**src/rtl/packet_router_stats_regbank.sv**
```systemverilog
`default_nettype none
// ============================================================================
//  Module      : packet_router_stats_regbank
//  Description : Event counter bank for the packet router with an AXI4-Lite
//                slave (read counters/INFO, write-1-to-clear CLEAR register).
//                Define PACKET_ROUTER_STATS_SATURATE_EN for saturating counters.
//  Revision    : 1.0 - initial release
// ============================================================================
module packet_router_stats_regbank #(
    parameter int NUM_COUNTERS = 3,
    parameter int CNT_WIDTH    = 32,
    parameter int ADDR_WIDTH   = 8
) (
    input  logic                    clk,
    input  logic                    reset,
    input  logic [NUM_COUNTERS-1:0] inc,
    input  logic [31:0]             s_axil_araddr,
    input  logic                    s_axil_arvalid,
    output logic                    s_axil_arready,
    output logic [31:0]             s_axil_rdata,
    output logic [1:0]              s_axil_rresp,
    output logic                    s_axil_rvalid,
    input  logic                    s_axil_rready,
    input  logic [31:0]             s_axil_awaddr,
    input  logic                    s_axil_awvalid,
    output logic                    s_axil_awready,
    input  logic [31:0]             s_axil_wdata,
    input  logic [3:0]              s_axil_wstrb,
    input  logic                    s_axil_wvalid,
    output logic                    s_axil_wready,
    output logic [1:0]              s_axil_bresp,
    output logic                    s_axil_bvalid,
    input  logic                    s_axil_bready
);

    localparam logic [ADDR_WIDTH-1:0] C_CNT_END    = ADDR_WIDTH'(8'h80);
    localparam logic [ADDR_WIDTH-1:0] C_INFO_ADDR  = ADDR_WIDTH'(8'h80);
    localparam logic [ADDR_WIDTH-1:0] C_CLEAR_ADDR = ADDR_WIDTH'(8'h84);
    localparam logic [1:0]            C_OKAY       = 2'b00;
    localparam logic [1:0]            C_SLVERR     = 2'b10;
    localparam logic [31:0]           C_INFO_VAL   = {16'(CNT_WIDTH), 16'(NUM_COUNTERS)};

    typedef enum logic [0:0] {R_IDLE = 1'b0, R_DATA = 1'b1} rd_state_t;
    typedef enum logic [0:0] {W_IDLE = 1'b0, W_RESP = 1'b1} wr_state_t;

    rd_state_t               rd_state_q, rd_state_d;
    wr_state_t               wr_state_q, wr_state_d;
    logic [31:0]             rdata_q, rdata_d;
    logic [1:0]              rresp_q, rresp_d;
    logic [1:0]              bresp_q, bresp_d;
    logic [CNT_WIDTH-1:0]    cnt_q [NUM_COUNTERS];
    logic [CNT_WIDTH-1:0]    cnt_d [NUM_COUNTERS];

    logic [ADDR_WIDTH-1:0]   rd_addr;
    logic [4:0]              rd_idx;
    logic                    rd_hit;
    logic [31:0]             rd_data_sel;
    logic [1:0]              rd_resp_sel;
    logic [ADDR_WIDTH-1:0]   wr_addr;
    logic                    wr_hs;
    logic                    wr_clear_hit;
    logic                    unused_bits;

    assign unused_bits = ^{s_axil_araddr, s_axil_awaddr, s_axil_wdata, s_axil_wstrb};

    // Read decode: counters occupy 0x00..0x7C, INFO and CLEAR sit above them
    always_comb begin
        rd_addr     = s_axil_araddr[ADDR_WIDTH-1:0];
        rd_idx      = rd_addr[6:2];
        rd_hit      = 1'b0;
        rd_data_sel = '0;
        rd_resp_sel = C_SLVERR;
        if (rd_addr[1:0] == 2'b00) begin
            if (rd_addr < C_CNT_END) begin
                for (int i = 0; i < NUM_COUNTERS; i++) begin
                    if (rd_idx == 5'(i)) begin
                        rd_hit      = 1'b1;
                        rd_data_sel = 32'(cnt_q[i]);
                    end
                end
                if (rd_hit) begin
                    rd_resp_sel = C_OKAY;
                end else begin
                    rd_data_sel = '0;
                end
            end else if (rd_addr == C_INFO_ADDR) begin
                rd_data_sel = C_INFO_VAL;
                rd_resp_sel = C_OKAY;
            end else if (rd_addr == C_CLEAR_ADDR) begin
                rd_resp_sel = C_OKAY;
            end
        end
    end

    always_comb begin
        rd_state_d = rd_state_q;
        rdata_d    = rdata_q;
        rresp_d    = rresp_q;
        case (rd_state_q)
            R_IDLE: begin
                if (s_axil_arvalid) begin
                    rdata_d    = rd_data_sel;
                    rresp_d    = rd_resp_sel;
                    rd_state_d = R_DATA;
                end
            end
            R_DATA: begin
                if (s_axil_rready) begin
                    rd_state_d = R_IDLE;
                end
            end
            default: rd_state_d = R_IDLE;
        endcase
    end

    assign s_axil_arready = (rd_state_q == R_IDLE);
    assign s_axil_rvalid  = (rd_state_q == R_DATA);
    assign s_axil_rdata   = rdata_q;
    assign s_axil_rresp   = rresp_q;

    // AW and W are only ever accepted together in the same cycle
    assign wr_addr      = s_axil_awaddr[ADDR_WIDTH-1:0];
    assign wr_hs        = (wr_state_q == W_IDLE) && s_axil_awvalid && s_axil_wvalid;
    assign wr_clear_hit = wr_hs && (wr_addr == C_CLEAR_ADDR);

    always_comb begin
        wr_state_d = wr_state_q;
        bresp_d    = bresp_q;
        case (wr_state_q)
            W_IDLE: begin
                if (wr_hs) begin
                    bresp_d    = wr_clear_hit ? C_OKAY : C_SLVERR;
                    wr_state_d = W_RESP;
                end
            end
            W_RESP: begin
                if (s_axil_bready) begin
                    wr_state_d = W_IDLE;
                end
            end
            default: wr_state_d = W_IDLE;
        endcase
    end

    assign s_axil_awready = wr_hs;
    assign s_axil_wready  = wr_hs;
    assign s_axil_bvalid  = (wr_state_q == W_RESP);
    assign s_axil_bresp   = bresp_q;

    // Clear has priority over a coincident increment
    always_comb begin
        for (int i = 0; i < NUM_COUNTERS; i++) begin
            cnt_d[i] = cnt_q[i];
            if (wr_clear_hit && s_axil_wdata[i] && s_axil_wstrb[i/8]) begin
                cnt_d[i] = '0;
            end else if (inc[i]) begin
`ifdef PACKET_ROUTER_STATS_SATURATE_EN
                if (cnt_q[i] != {CNT_WIDTH{1'b1}}) begin
                    cnt_d[i] = cnt_q[i] + CNT_WIDTH'(1);
                end
`else
                cnt_d[i] = cnt_q[i] + CNT_WIDTH'(1);
`endif
            end
        end
    end

    always_ff @(posedge clk) begin
        if (reset) begin
            rd_state_q <= R_IDLE;
            wr_state_q <= W_IDLE;
            rdata_q    <= '0;
            rresp_q    <= C_OKAY;
            bresp_q    <= C_OKAY;
            for (int i = 0; i < NUM_COUNTERS; i++) begin
                cnt_q[i] <= '0;
            end
        end else begin
            rd_state_q <= rd_state_d;
            wr_state_q <= wr_state_d;
            rdata_q    <= rdata_d;
            rresp_q    <= rresp_d;
            bresp_q    <= bresp_d;
            for (int i = 0; i < NUM_COUNTERS; i++) begin
                cnt_q[i] <= cnt_d[i];
            end
        end
    end

endmodule
`default_nettype wire
```
**config.mk**
```make
export PLATFORM = sky130hd
export DESIGN_NAME = packet_router_stats_regbank
export DESIGN_NICKNAME = d
export VERILOG_FILES = /design/src/rtl/packet_router_stats_regbank.sv
export SDC_FILE = /design/constraint.sdc
export NUM_CORES = 1
export LEC_CHECK = 0
export CAP_MARGIN = 15
export CORE_MARGIN = 2
export CORE_UTILIZATION = 42
export CTS_CLUSTER_DIAMETER = 50
export DETAILED_ROUTE_END_ITERATION = 10
export PLACE_DENSITY = 0.71
export SLEW_MARGIN = 10
export SYNTH_ARGS = -nofsm -noshare
export SYNTH_HDL_FRONTEND = slang
export SYNTH_SLANG_ARGS = --single-unit
export TNS_END_PERCENT = 10
```
**constraint.sdc**
```tcl
create_clock -name clk -period 3.1 [get_ports clk]
set_clock_uncertainty 0.1 [all_clocks]
set_input_delay 0.62 -clock clk [delete_from_list [all_inputs] [get_ports clk]]
set_output_delay 0.62 -clock clk [all_outputs]
set_load 0.01 [all_outputs]
```
# --- After elaboration in Yosys (flattened, before gate mapping) ---
# Memory sizes are Yosys's and may differ from the RTL's.
# Index checks and enable logic that the tools add are counted.
word_totals:
  reg_bits: 38
  ramBits: 96
  in_bits: 110
  out_inout_bits: 41
  elab_cells: 69
  mem_count: 1
memory_table:
  columns: ["memory", "words", "word_bits", "read_ports", "rd_ports_with_merged_regs", "wr", "line_no", "text"]
  rows:
  - ["cnt_q", 3, 32, 3, 0, 3, "51", "logic [CNT_WIDTH-1:0] cnt_q [NUM_COUNTERS];"]
classes:
  n_addsub: 3
  n_lt_le_gt_ge: 1
  n_eq_ne: 5
  muxes: 36
  bitwise: 5
  n_reduce_logical: 13
op_table:
  columns: ["operator", "n"]
  rows:
  - ["two-way mux 32 bit", 15]
  - ["adder 32 x 1 -> 32 bit, second input constant", 3]
  - ["== test 8 bit, second input constant", 3]
  - ["two-way mux 22 bit", 1]
  - ["two-way mux 1 bit", 12]
  - ["two-way mux 2 bit", 6]
  - ["logical AND 1 bit", 9]
  - ["< comparator 8 bit, second input constant", 1]
  - ["== test 5 x 1 -> 1 bit, second input constant", 1]
  - ["== test 5 x 2 -> 1 bit, second input constant", 1]
  - ["zero test 5 bit", 1]
  - ["case mux 1 bit (2 select lines)", 2]
  - ["AND reduction 2 bit", 2]
  - ["OR 1 bit", 3]
  - ["zero test 2 bit", 1]
  - ["NOT 1 bit", 2]

# --- Logic depth before layout (Yosys ltp) ---
# Gate-level depths: netlist of run 1.
depth:
  ltp_word: 9
  ltp_mapped: 7
  mapped_depth_nobuf: 5

# --- Least setup slack after synthesis of run 1 ---
# No wires, ideal clock.
synth_timing:
  path_kind: "input to register"
  from: "in s_axil_araddr[6]"
  to: "reg rdata_q[19], in the netlist s_axil_rdata[19]"
  setup_time_ns: 0.059
  t_arrival_ns: 2.218
  t_required_ns: 2.941
  path_slack_ns: 0.724
  path_stages: 6
  n_path_buf: 2
  cell_sequence: "or4_1 a2111oi_2 nor2b_1 buf_2 buf_4 a22o_1"
synth_via:
  elab_chain_len: 9
  elab_cells_between_ends: 15
  classes_between: "order compare: 1; eq/ne: 2; mux: 11; reduce/logical: 1"
synth_lines:
  columns: ["element", "line_no", "text"]
  rows:
  - ["from (decl)", "17", "input logic [31:0] s_axil_araddr,"]
  - ["zero test 5 bit", "76", "if (rd_idx == 5'(i)) begin"]
  - ["two-way mux 1 bit (3 in a row)", "76", null]
  - ["two-way mux 1 bit", "74", "if (rd_addr < C_CNT_END) begin"]
  - ["two-way mux 1 bit", "73", "if (rd_addr[1:0] == 2'b00) begin"]
  - ["two-way mux 32 bit", "81", "if (rd_hit) begin"]
  - ["two-way mux 32 bit (*)", "74", null]
  - ["two-way mux 32 bit (*)", "73", null]
  - ["to (signal assigned)", "181", "rdata_q <= rdata_d;"]
  - ["to (decl)", "48", "logic [31:0] rdata_q, rdata_d;"]
# Mark *: on every way between the ends. The rest lies on a longest branch, timed or not. The select of a mux whose other input is x is not followed.
# A chain may end at the register's enable or synchronous reset.

# --- Worst setup path after layout of run 1 ---
layout_timing:
  from: "in s_axil_wvalid"
  to: "out s_axil_wready"
layout_via:
  elab_chain_len: 1
layout_lines:
  columns: ["element", "line_no", "text"]
  rows:
  - ["from (decl)", "29", "input logic s_axil_wvalid,"]
  - ["logical AND 1 bit", "123", "assign wr_hs = (wr_state_q == W_IDLE) && s_axil_awvalid && s_axil_wvalid;"]
  - ["to (decl)", "30", "output logic s_axil_wready,"]
# No other way between the ends.

==> results of run 1 <==
## logic make-up after synthesis
| logic type | share of synthesized area, % |
|---|---|
| buffers and inverters | 4.46 |
| xor gates and xnor gates | 4.40 |
| other | 0.0589 |
| DFF | 41.5 |
| and+or+nand+nor | 24.3 |
| adders and majority gates | 0.590 |
| muxes | 7.08 |
| AOI/OAI and AO/OA | 17.6 |
## worst paths after layout
| kind | to | slack, ps | from |
|---|---|---|---|
| setup reg to reg | cnt_q[0][95] | 730 | cnt_q[0][68] |
| hold reg to reg | s_axil_rdata[18] | 370 | s_axil_rdata[18] |
| hold / removal | s_axil_rdata[18] | 370 | s_axil_rdata[18] |
| setup / recovery | s_axil_wready | 540 | s_axil_wvalid |
## final cells by class
cell class	count	area share, %
sequential	132	33.9
clock inverter	9	0.962
timing repair buffer	88	10.7
tap	184	2.95
inverter	16	0.770
clock buffer	23	6.51
multi-input combinational	542	44.2
## Yosys cell counts, types with 16 or more instances
cell type  count
a21oi_1       52
a22o_1        29
clkbuf_1      39
dfxtp_1      132
inv_1         16
mux2i_1       45
nand2_1       73
nand3_1       26
nand4_1       29
nor2_1        42
o21ai_0       54
o31ai_1       27
or3_1         25
or4_1         33
xor2_1        23
## power breakdown
part	total, uW	switching, uW	internal [uW]
logic	187	102	84.7
registers	1730	15.7	1710
clock network	1950	732	1220
## registers in the layout (all words and copies together) (netlist names)
| signal | flops |
|---|---|
| s_axil_rresp | 1 |
| s_axil_bvalid | 1 |
| s_axil_rvalid | 1 |
| s_axil_rdata | 32 |
| cnt_q | 96 |
| s_axil_bresp | 1 |
## worst register-to-register path, cell delays in order (launching register included)
cell and delay [ps]:
dfxtp_1 450, nand4_2 200, or4_1 810, or4_1 580, a21oi_1 150
## placed cells by master (no fill, tap or decap), drive strengths merged, types with 27 or more instances in the layout
master / count
dfxtp: 132
nand2: 73
clkdlybuf4s50: 67
o21ai: 54
a21oi: 52
mux2i: 45
nor2: 42
or4: 34
nand4: 31
a22o: 29
o31ai: 27
## layer usage
metal / track usage (%) / up-vias
met5: 0 / -
met4: 7.24 / 0
met3: 4.77 / 20
met2: 31.2 / 146
met1: 27.6 / 2712
li1: - / 2852
## metrics by stage
stage | utilization, % | hold slack, ps | instance area (sq um) | power (uW)
global route | 53.3 | 388 | 7800 | 4000
detailed placement | 49.3 | 363 | 7220 | 1950
CTS | 53.3 | 379 | 7800 | 3900
global placement | 49.3 | 357 | 7220 | 1950
finish | 53.3 | 373 | 7800 | 3860
floorplan | - | 342 | 6370 | 1860
==> qor.yml, run 1 <==
cts:
  cts.sinks: 132
  cts_hold_buf: 0
  cts_buffer_depth: 2
  post_cts_buffers: 0
  numCtsBuffers: 17
  clk_latency_ps: 420
  cts_tree: "done"
  htree_levels: 4
  cts_root_buf: "clkbuf_16"
  clk_pin_slew_ps: 50
  cts_resized: 0
sta:
  tightest_slew_ps: 611
  period_minus_slack_ps: 2560
  tns_ps: 0
  max-slew-margin-rel_pct: 59.3
  setup_viol: 0
  hold_viol: 0
  slew_violations: 0
  setup_ws_ps: 542
  fin_crit_sh_pct: 82.5
  timing.fmax_mhz: 391
  rsz0062_at_grt: "no"
global_route:
  grt_overflow: 0
  grt_max_degree: 33
  grt_pass1_wl_um: 26000
  antenna_found_initial: 0
  grt_pass1_vias: 5189
  track_usage_pct: 20.2
drt:
  wl_per_cell_um: 16.1
  dr_wl_met2_um: 7200
  viasPerCell: 5.76
  dr.max_layer_used: "met4"
  drc: 0
  drt-total-wl_um: 16000
  antenna_left: 0
  dr.pass1.iters: 5
  wl_met1_um: 7700
  routed-via-count: 5730
  drt_iter0_drc: 520
  wl_met3_um: 785
run_status:
  status: "complete, no violations"
setup_path:
  crit_cells: 3
  worstSetupEndpointType: "output pin"
  required_ps: 2380
  crit_family: "buffers and inverters"
  path_max_fanout: 4
  slowest_delay_ps: 550
  crit_path_start_kind: "input port"
  crit_buf_inv: 2
  cp_common_cell: "clkdlybuf4s50_1"
  crit_chain: "clkdlybuf4s50_1 > and3b_1 > clkdlybuf4s50_1"
  timing_worst_setup_path_type: "in -> out"
  r2r_cells: 4
  crit_arrival_ps: 1840
  slowest_stage: "clkdlybuf4s50_1"
final_layout:
  seq_area_sq_mm: 0.00264
  fin_nets: 910
  multi_input_area_sq_mm: 0.00345
  antenna_cells: 0
  area_growth_pct: 22.6
  fin_cells: 994
  nFillCells: 1364
  drive_gt1_share_pct: 8.02
job:
  cap_violations: 0
synthesis:
  syn-instance-count: 741
  async_reset_ff_share_pct: 0
  syn_area_sq_mm: 0.00636
  ys.flop_type: "dfxtp_1"
  ys_ff_latch: 132
  synthTopCellsByArea: "dfxtp_1, mux2i_1, nand2_1, o21ai_0, a21oi_1"
  syn_area_per_cell_sq_um: 8.59
  seq_area_frac_synth_pct: 41.5
  synth_edf_count: 0
  yosysTopAreaCellShare_pct: 41.5
  ys_warn_count: 0
  ys_types: 46
  synth_top_area_cell: "dfxtp_1"
floorplan:
  core_area_sq_mm: 0.0146
  start_util_pct: 43.5
  die_x_um: 127
  die_area_sq_mm: 0.0162
  fp.dieH_um: 127
  core.rowCount: 44
  io_pins: 151
place:
  post-place-ws_ps: 188
  io_buffers: 68
  place_congestion: 0.799
  place_inst: 962
  hpwl_um: 10900
pwr:
  ir_drop_mv: 0.456
  power-per-cell-area_mw_per_mm2: 495
  leakagePower_uw: 0.00261
hold_path:
  whs_path_depth: 1
  min_path_type: "reg -> reg"
(Power assumes the default switching activity.)
==> run 2, diff against run 1 <==
--- a/config.mk
+++ b/config.mk
@@ -10,7 +10,7 @@
 export CORE_UTILIZATION = 42
 export CTS_CLUSTER_DIAMETER = 50
 export DETAILED_ROUTE_END_ITERATION = 10
-export PLACE_DENSITY = 0.71
+export PLACE_DENSITY = 0.74
 export SLEW_MARGIN = 10
 export SYNTH_ARGS = -nofsm -noshare
 export SYNTH_HDL_FRONTEND = slang
==> constraint.sdc (replaced) <==
create_clock -name clk -period 2.2 [get_ports clk]
set_clock_uncertainty 0.1 [all_clocks]
set_input_delay 0.44 -clock clk [delete_from_list [all_inputs] [get_ports clk]]
set_output_delay 0.44 -clock clk [all_outputs]
set_load 0.01 [all_outputs]
==> qor.yml, run 2 (synthesis results as in run 1) <==
setup_path:
  worstSetupEndpointType: "flop"
  timing_worst_setup_path_type: "reg -> reg"
  cp_common_cell: "or4_1"
  slowest_delay_ps: 560
  path_max_fanout: 20
  slowest_stage: "or4_1"
  required_ps: 2460
  crit_buf_inv: 1
  crit_family: "simple AND/OR/NAND/NOR gates"
  crit_path_start_kind: "flop"
  crit_arrival_ps: 2370
  crit_chain: "nand4_1 > or4_1 > buf_4 > or4_1 > a21oi_1"
cts:
  cts.sinks: 132
  post_cts_buffers: 0
  cts_root_buf: "clkbuf_16"
  clk_latency_ps: 430
  htree_levels: 4
  numCtsBuffers: 17
  cts_tree: "done"
  cts_hold_buf: 0
  clk_pin_slew_ps: 60
  cts_buffer_depth: 2
sta:
  fin_crit_sh_pct: 96.3
  timing.fmax_mhz: 472
  tns_ps: 0
  whs_ps: 384
  tightest_slew_ps: 734
  slew_violations: 0
  period_minus_slack_ps: 2120
  max-slew-margin-rel_pct: 50.9
  rsz0062_at_grt: "yes"
  setup_viol: 0
  hold_viol: 0
place:
  hpwl_um: 11700
  io_buffers: 68
  place_inst: 1010
  place_congestion: 0.832
  placed_area_sq_mm: 0.00762
drt:
  drc: 0
  wl_per_cell_um: 16.3
  dr.pass1.iters: 5
  routed-via-count: 5995
  antenna_left: 0
  drt_iter0_drc: 540
  drt-total-wl_um: 17000
  viasPerCell: 5.75
final_layout:
  antenna_cells: 0
  largest_reg_flops: 96
  stdcell_area_sq_mm: 0.00826
  layout_commonest_cell: "dfxtp_1"
  nFillCells: 1295
  area_growth_pct: 29.7
  drive_gt1_share_pct: 13.6
  regMostFlops: "cnt_q"
  mostFrequentLayoutCells: "dfxtp_1, nand2_1, clkdlybuf4s50_1"
  fin_cells: 1042
  fin_nets: 958
floorplan:
  core_area_sq_mm: 0.0146
  io_pins: 151
  die_x_um: 127
  die_area_sq_mm: 0.0162
  start_util_pct: 43.5
  core.rowCount: 44
  fp.dieH_um: 127
pwr:
  finalPower_uw: 5650
  leakagePower_uw: 0.00290
  ir_drop_mv: 0.557
  power-per-cell-area_mw_per_mm2: 685
global_route:
  grt_pass1_vias: 5550
  antenna_found_initial: 0
  grt_max_degree: 33
  grt_pass1_wl_um: 28100
  grt_overflow: 0
  track_usage_pct: 21.6
job:
  cap_violations: 0
hold_path:
  min_path_type: "reg -> reg"
run_status:
  status: "complete, no violations"
-- run 2: cell count changes in the layout (fill, tap and decap cells not counted), sizes merged --
| cell | before | now |
|---|---|---|
| buf | 21 | 69 |
| bufinv | 1 | 3 |
| clkbuf | 23 | 21 |
| clkdlybuf4s50 | 67 | 65 |
| clkinv | 6 | 8 |
| clkinvlp | 2 | 0 |
| dlygate4sd2 | 0 | 2 |
-- run 2: worst reg2reg max path, delay by kind of cell (launching register included) --
family / cells / cell delay [ps]
AND/OR/NAND/NOR: 3 / 1210
flip-flops: 1 / 360
buffers and inverters: 1 / 220
AO/OA/AOI/OAI: 1 / 170
-- run 2: final cells by class --
class | count | area, sq um | area share [%]
Multi-Input combinational cell | 542 | 3470 | 42.1
Inverter | 16 | 60.1 | 0.727
Clock buffer | 21 | 480 | 5.82
Clock inverter | 11 | 130 | 1.58
Sequential cell | 132 | 2650 | 32.1
Timing Repair Buffer | 136 | 1230 | 14.9
Tap cell | 184 | 230 | 2.79
-- run 2: per-layer routing --
metal	up-vias	global-route usage [%]	share of wire, %
li1	2946	-	-
met2	175	34.0	47
met1	2855	29.5	46
met4	0	7.18	1.6
met5	-	0	0
met3	19	4.98	5.5
-- run 2: where the power goes --
part / leakage (uW) / internal, uW / switching, uW
clock network: 0.000312 / 1880 / 1050
registers: 0.00107 / 2410 / 18.0
logic: 0.00152 / 140 / 157
total: 0.00290 / 4430 / 1220
-- run 2: through the flow --
step	setup slack, ps	util [%]
2_1_floorplan	3.62	-
3_5_place_dp	-436	52.0
5_1_grt	-3.98	56.4
4_1_cts	-4.67	56.2
6_report	81.4	56.4
3_3_place_gp	-406	52.0
-- run 2: final timing paths --
check / startpoint / endpoint / slack [ps] / depth (start not counted)
setup reg to reg: cnt_q[0][40] / cnt_q[0][51] / 80 / 5
setup / recovery: cnt_q[0][40] / cnt_q[0][51] / 80 / 5
hold / removal: cnt_q[0][63] / cnt_q[0][63] / 380 / 2
hold reg to reg: cnt_q[0][63] / cnt_q[0][63] / 380 / 2
-- run 2: timing repair --
| item | in CTS | in global routing |
|---|---|---|
| pin swaps | 0 | 0 |
| gates resized for setup | 2 | 6 |
| setup endpoints to repair | 3 | 34 |
==> run 3, diff against run 2 <==
--- a/config.mk
+++ b/config.mk
@@ -11,8 +11,8 @@
 export CTS_CLUSTER_DIAMETER = 50
 export DETAILED_ROUTE_END_ITERATION = 10
 export PLACE_DENSITY = 0.74
+export REMOVE_ABC_BUFFERS = 1
 export SLEW_MARGIN = 10
 export SYNTH_ARGS = -nofsm -noshare
 export SYNTH_HDL_FRONTEND = slang
 export SYNTH_SLANG_ARGS = --single-unit
-export TNS_END_PERCENT = 10
==> qor.yml, run 3 (synthesis results as in run 1) <==
run_status:
  status: "complete, no violations"
setup_path:
  slowest_stage: "or4_4"
  timing_worst_setup_path_type: "in -> reg"
  slowest_delay_ps: 550
  crit_arrival_ps: 2370
  crit_chain: "clkdlybuf4s50_1 > or4_4 > a2111oi_4 > nor2b_4 > buf_6 > a22o_1"
  worstSetupEndpointType: "flop"
  required_ps: 2460
  crit_path_start_kind: "input port"
  path_max_fanout: 15
final_layout:
  nFillCells: 1303
  fin_nets: 959
  multi_input_area_sq_mm: 0.00349
  fin_cells: 1043
  largest_reg_flops: 96
  area_growth_pct: 31.5
  layout_commonest_cell: "dfxtp_1"
  regMostFlops: "cnt_q"
  drive_gt1_share_pct: 14.1
  seq_area_sq_mm: 0.00265
  antenna_cells: 0
  mostFrequentLayoutCells: "dfxtp_1, nand2_1, clkdlybuf4s50_1"
place:
  hpwl_um: 11600
  place_congestion: 0.856
  place_inst: 1011
  io_buffers: 68
  post-place-ws_ps: -398
floorplan:
  start_util_pct: 43.5
  io_pins: 151
  core_area_sq_mm: 0.0146
  fp.dieH_um: 127
  die_x_um: 127
  core.rowCount: 44
  die_area_sq_mm: 0.0162
cts:
  cts_tree: "done"
  clk_latency_ps: 420
  cts.sinks: 132
  htree_levels: 4
  cts_buffer_depth: 2
  cts_root_buf: "clkbuf_16"
  numCtsBuffers: 17
  clk_pin_slew_ps: 50
drt:
  viasPerCell: 5.75
  drt-total-wl_um: 16900
  routed-via-count: 5999
  drt_iter0_drc: 353
  dr.pass1.iters: 5
  antenna_left: 0
  wl_per_cell_um: 16.2
  drc: 0
sta:
  tightest_slew_ps: 699
  setup_ws_ps: 91.2
  fin_crit_sh_pct: 95.9
  tns_ps: 0
  period_minus_slack_ps: 2110
  max-slew-margin-rel_pct: 53.4
  setup_viol: 0
  timing.fmax_mhz: 474
  hold_viol: 0
  slew_violations: 0
  rsz0062_at_grt: "no"
pwr:
  leakagePower_uw: 0.00293
  power-per-cell-area_mw_per_mm2: 703
  ir_drop_mv: 0.721
global_route:
  grt_pass1_wl_um: 27700
  track_usage_pct: 21.3
  grt_overflow: 0
  grt_max_degree: 33
  antenna_found_initial: 0
  grt_pass1_vias: 5632
hold_path:
  min_path_type: "in -> reg"
job:
  cap_violations: 0
run 3: changes by cell type in the layout (fill, tap and decap cells not counted), moves of 2 or more:
cell / before / now
buf_4: 64 / 60
buf_6: 0 / 3
clkbuf_1: 0 / 2
a21oi_1: 52 / 50
clkinv_2: 8 / 3
dfxtp_1: 129 / 127
buf_12: 4 / 6
bufinv_16: 3 / 5
dfxtp_2: 3 / 5
a21oi_2: 0 / 2
run 3: worst paths after layout:
kind | start | end | slack (ps) | depth (start not counted)
hold / removal | s_axil_araddr[3] | s_axil_rresp[1] | 310 | 3
setup reg to reg | cnt_q[0][46] | cnt_q[0][54] | 110 | 5
hold reg to reg | cnt_q[0][31] | cnt_q[0][31] | 360 | 2
setup / recovery | s_axil_araddr[6] | s_axil_rdata[5] | 90 | 6
run 3: through the flow:
step	util (%)	total power [uW]	area (sq um)	hold WS (ps)
2_1_floorplan	-	2580	6140	342
6_report	57.1	5880	8370	312
3_5_place_dp	52.2	2780	7650	358
4_1_cts	56.7	5920	8310	285
3_3_place_gp	52.2	2770	7650	351
5_1_grt	57.1	6040	8370	319
run 3: repair_timing:
action | in CTS | in global routing
pin swaps | 0 | 1
hold buffers | 0 | 0
endpoints found under the setup margin | 2 | 40
setup buffers | 0 | 0
resized for setup | 2 | 15
run 3: power breakdown:
part | total, uW | switching [uW] | internal (uW)
combinational | 305 | 160 | 144
sequential | 2430 | 17.1 | 2410
clock | 3150 | 1030 | 2120
total | 5880 | 1210 | 4680
run 3: final cells by class:
class	count	area share (%)
Tap cell	184	2.75
Timing Repair Buffer	137	15.3
Clock inverter	9	2.06
Clock buffer	23	5.83
Inverter	16	0.718
Multi-Input combinational cell	542	41.7
Sequential cell	132	31.7
run 3: critical path: cells and delay by family:
family	cells	cell delay, ps
compound gates	2	540
buf+inv	2	600
simple gates	2	780
run 3: per-layer routing:
layer  vias to the layer above  routed length [um]  track usage, %  share of wire, %
met5                         -                   0               0                 0
met4                         0                 414            8.14               2.4
met3                        26                 973            5.15               5.7
met2                       157                7710            33.4                46
met1                      2859                7840            28.4                46
li1                       2957                   -               -                 -
